File: src/rtl/router_sync_n.sv
// router_sync_n: channel synchroniser between the router FSM/register block
// and the NUM_PORTS output FIFOs. It latches the header destination, steers
// write enable and full status to that FIFO, and drives per-channel valid.
// It also pulses a per-channel soft reset when a destination leaves valid
// data unread for TIMEOUT consecutive cycles.
module router_sync_n #(
  parameter int unsigned NUM_PORTS = 3,
  parameter int unsigned ADDR_W    = 2,
  parameter int unsigned TIMEOUT   = 30
) (
  input  logic                 clock,
  input  logic                 resetn,
  input  logic                 detect_add,
  input  logic [ADDR_W-1:0]    data_in,
  input  logic                 write_enb_reg,
  input  logic [NUM_PORTS-1:0] read_enb,
  input  logic [NUM_PORTS-1:0] empty,
  input  logic [NUM_PORTS-1:0] full,
  output logic [NUM_PORTS-1:0] write_enb,
  output logic                 fifo_full,
  output logic [NUM_PORTS-1:0] vld_out,
  output logic [NUM_PORTS-1:0] soft_reset,
  output logic                 addr_err
);

  localparam int unsigned       CNT_W      = $clog2(TIMEOUT);
  localparam logic [CNT_W-1:0]  CNT_LAST   = CNT_W'(TIMEOUT - 1);
  localparam logic [ADDR_W:0]   PORT_LIMIT = (ADDR_W + 1)'(NUM_PORTS);

  logic [ADDR_W-1:0]    addr_reg;
  logic                 addr_valid;
  logic                 addr_in_range;
  logic [NUM_PORTS-1:0] stall;
  logic [CNT_W-1:0]     cnt [NUM_PORTS];

  // Header address is in range when it names an existing channel.
  assign addr_in_range = ({1'b0, data_in} < PORT_LIMIT);

  // Destination latch; addr_err pulses for one cycle on an out-of-range header.
  always_ff @(posedge clock) begin
    if (!resetn) begin
      addr_reg   <= '0;
      addr_valid <= 1'b0;
      addr_err   <= 1'b0;
    end else if (detect_add) begin
      addr_reg   <= data_in;
      addr_valid <= addr_in_range;
      addr_err   <= !addr_in_range;
    end else begin
      addr_err   <= 1'b0;
    end
  end

  // Steer write enable and full flag to the latched destination only.
  always_comb begin
    write_enb = '0;
    fifo_full = 1'b0;
    for (int unsigned i = 0; i < NUM_PORTS; i++) begin
      if (addr_valid && (addr_reg == ADDR_W'(i))) begin
        write_enb[i] = write_enb_reg;
        fifo_full    = full[i];
      end
    end
  end

  // Valid-out mirrors FIFO occupancy, independent of reset.
  assign vld_out = ~empty;

  // A channel stalls while it has data but its destination is not reading.
  assign stall = vld_out & ~read_enb;

  // Per-channel stall counters; reaching TIMEOUT-1 while still stalled emits
  // a single soft-reset pulse and restarts the count.
  always_ff @(posedge clock) begin
    for (int unsigned i = 0; i < NUM_PORTS; i++) begin
      if (!resetn || !stall[i]) begin
        cnt[i]        <= '0;
        soft_reset[i] <= 1'b0;
      end else if (cnt[i] == CNT_LAST) begin
        cnt[i]        <= '0;
        soft_reset[i] <= 1'b1;
      end else begin
        cnt[i]        <= cnt[i] + CNT_W'(1);
        soft_reset[i] <= 1'b0;
      end
    end
  end

endmodule

File: config.mk
export PLATFORM = sky130hd
export DESIGN_NAME = router_sync_n
export DESIGN_NICKNAME = d
export VERILOG_FILES = /design/src/rtl/router_sync_n.sv
export SDC_FILE = /design/constraint.sdc
export NUM_CORES = 1
export LEC_CHECK = 0
export CORE_UTILIZATION = 48
export DETAILED_ROUTE_END_ITERATION = 12
export PLACE_DENSITY_LB_ADDON = 0.3
export SYNTH_ARGS = -nofsm -noshare
export SYNTH_HDL_FRONTEND = slang
export SYNTH_SLANG_ARGS = --single-unit
File: constraint.sdc
create_clock -name clock -period 1.68 [get_ports clock]
set_clock_uncertainty 0.15 [all_clocks]
set_input_delay 0.336 -clock clock [delete_from_list [all_inputs] [get_ports clock]]
set_output_delay 0.336 -clock clock [all_outputs]
set_load 0.02 [all_outputs]
==> metrics <==
area share of the largest cell type after synthesis=0.423; mux cell area share after synthesis=0.0282; synth cell count leaders=nor2_1 (16), edfxtp_1 (15), inv_1 (8), dfxtp_1 (7), nand3_1 (7); clk slew on worst S/H paths=0.12 ns; cell count after synthesis=93; worst hold slack=0.433 ns; antenna violations before repair=0; Initial Utilization=0.527; Hold Path Sink=addr_valid$_SDFFE_PN0P_; crit path time final=1.74 ns; cell type with the largest total area after synthesis=edfxtp_1; worst r2r src=cnt[0][0]$_SDFFCE_PN0P_; Cell variety after synth=24; Post-CTS Hold Buffers=0; post-synthesis xor/xnor area fraction=0.0739; Syn Std Cell Area=1070 µm²; Clock Latency Late Sink=0.30 ns; Max-Cap Viols=0; first-pass GRT wire length=2860 µm; Post-synth ARST share=0; setup_tns=-0.0590 ns; DRC=0; startpoint types=input pin; Worst Hold Class=flop to flop; io pins=26; Adder-Cell Fraction of Synth Area=0.0704; post-route cell area=1480 µm²; total gr overflow=0; Max Used Layer=met4; Synth Area in Simple Gates=0.222; Vias=780; largest family of logic cells by synthesized area=simple AND/OR/NAND/NOR gates; hold path depth=2; Avg WL per Cell=10.6 µm; max reg flops=15; wire length on met2=873 µm; compound-gate portion of the synthesized area=0.0153; post-route setup slack=-0.0590 ns; Worst R2R End=cnt[0][0]$_SDFFCE_PN0P_; metal1 wirelength=772 µm; hold path start=addr_valid$_SDFFE_PN0P_; largest net degree at the start of global routing=13; endpoint class of the critical path=output pin; # fillers=159; Overall Global Routing Usage=0.157; Arr. time, crit path=1.25 ns; share of layout cells above drive strength 1=0.156; area grow syn2layout=38.6%; RSZ-0062 raised after global routing=true; Worst Path Required=1.19 ns; Clock Sink Count=22; Placed Area=1440 µm²; vias in the first global route=725; Final Cycle Share=1.04; Top FF cell, synth=edfxtp_1; WS Path Type=input pin to output pin; top cells by area, synth=edfxtp_1 (42%), dfxtp_1 (13%), ha_1 (7.0%), nor2_1 (5.6%), xor2_1 (4.9%); crit path max fanout=1; Post-DP HPWL=1360 µm; root buffer cell=clkbuf_4; Pleak=0.638 nW; pwr/cell area=705 nW/µm²; Avg Cell Area, Syn=11.5 µm²; I/O Buffers=25; Die W=49.1 µm; routability cong.=0.798; Core ar.=2020 µm²; Final ANT Viol Nets=0; via-per-instance ratio=4.64; worst reg-to-reg setup slack=0.22 ns; CTS tree=built; fmax=0.575 GHz; First-pass DRT Iterations=3; failing checks=negative setup slack; Seq/Total Area, Yosys=0.554; H-tree depth=1; metal3 WL=98 µm; Max clock buf depth=2; row count=16; final setup fails=1; synth warn=0; Finished Layout Cells=168; worst vdd ir=0.000651 V; Synth Register Bits=22; Final Slew Violations=0; die area=2410 µm²; chip height=49.1 µm; number of flops mapped to enable cells by yosys=15; final hold viol count=0; count leader, synth=nor2_1; Starting DRT DRC Count=4; final wirelength=1780 µm; antenna cells=0; status=finished, violations left; R2R cell count=4; dpl cells=163; total clock buffers created by CTS=3; fin nets=163
## timing repair
item                                    in CTS  in global routing
resized for setup                           28                  8
pin swaps                                    0                  2
setup buffers                                0                  1
endpoints found under the setup margin      11                  5
## layout by cell type, fill, tap and decap left out, types with 7 or more instances in the layout
cell type        Yosys  routed
nand3_1              7       7
conb_1               1      15
clkdlybuf4s50_1      0      13
buf_4                0       7
inv_1                8       8
nor2_1              16      16
edfxtp_1            15      15
## layout make-up
cell class / instances / area, µm² / share of cell area
clock buffers: 4 / 36.3 / 0.0246
well taps: 27 / 33.8 / 0.0229
flip-flops and latches: 22 / 594 / 0.402
inverters: 8 / 30.0 / 0.0203
repair buffers: 31 / 279 / 0.189
multi-input cells: 76 / 504 / 0.341
## layer usage
metal / vias up / GRT usage
met3: 6 / 0.0405
met1: 347 / 0.179
met5: - / 0
met4: 0 / 0.0882
li1: 406 / -
met2: 21 / 0.263
## worst max-delay path by stage
stage / from / endpoint / slack (ns)
after global placement: write_enb_reg / write_enb[2] / -0.48
after floorplan: write_enb_reg / write_enb[2] / 0.25
after detailed placement: full[0] / fifo_full / -0.51
after global routing: addr_reg[1]$_SDFFE_PN0P_ / fifo_full / -0.13
after CTS: addr_reg[1]$_SDFFE_PN0P_ / fifo_full / -0.08
final: full[0] / fifo_full / -0.06
## worst max-delay path, stage by stage
cell and delay [ns]:
clkdlybuf4s50_1 0.41, mux2i_2 0.15, o21ai_1 0.08, and2_1 0.14, buf_6 0.13
## cells by family after synthesis
group | after synthesis
flip-flops | 22
multiplexers | 3
buffers and inverters | 9
AND/OR/NAND/NOR | 40
other | 1
adder cells (fa/ha/maj) | 6
XOR/XNOR | 9
AO/OA/AOI/OAI | 3
## power breakdown
part	internal, mW	total, mW	switching [mW]
Clock	0.132	0.283	0.150
Sequential	0.602	0.624	0.0218
Combinational	0.0748	0.135	0.0604
## per-stage QoR
step	util	setup slack, ns	power [mW]
after detailed placement	0.710	-0.509	0.771
after global routing	0.731	-0.128	1.09
after global placement	0.710	-0.479	0.765
after CTS	0.715	-0.0850	1.05
final	0.731	-0.0590	1.04
after floorplan	-	0.249	0.695
No activity file was read; power rests on OpenSTA's default activity.
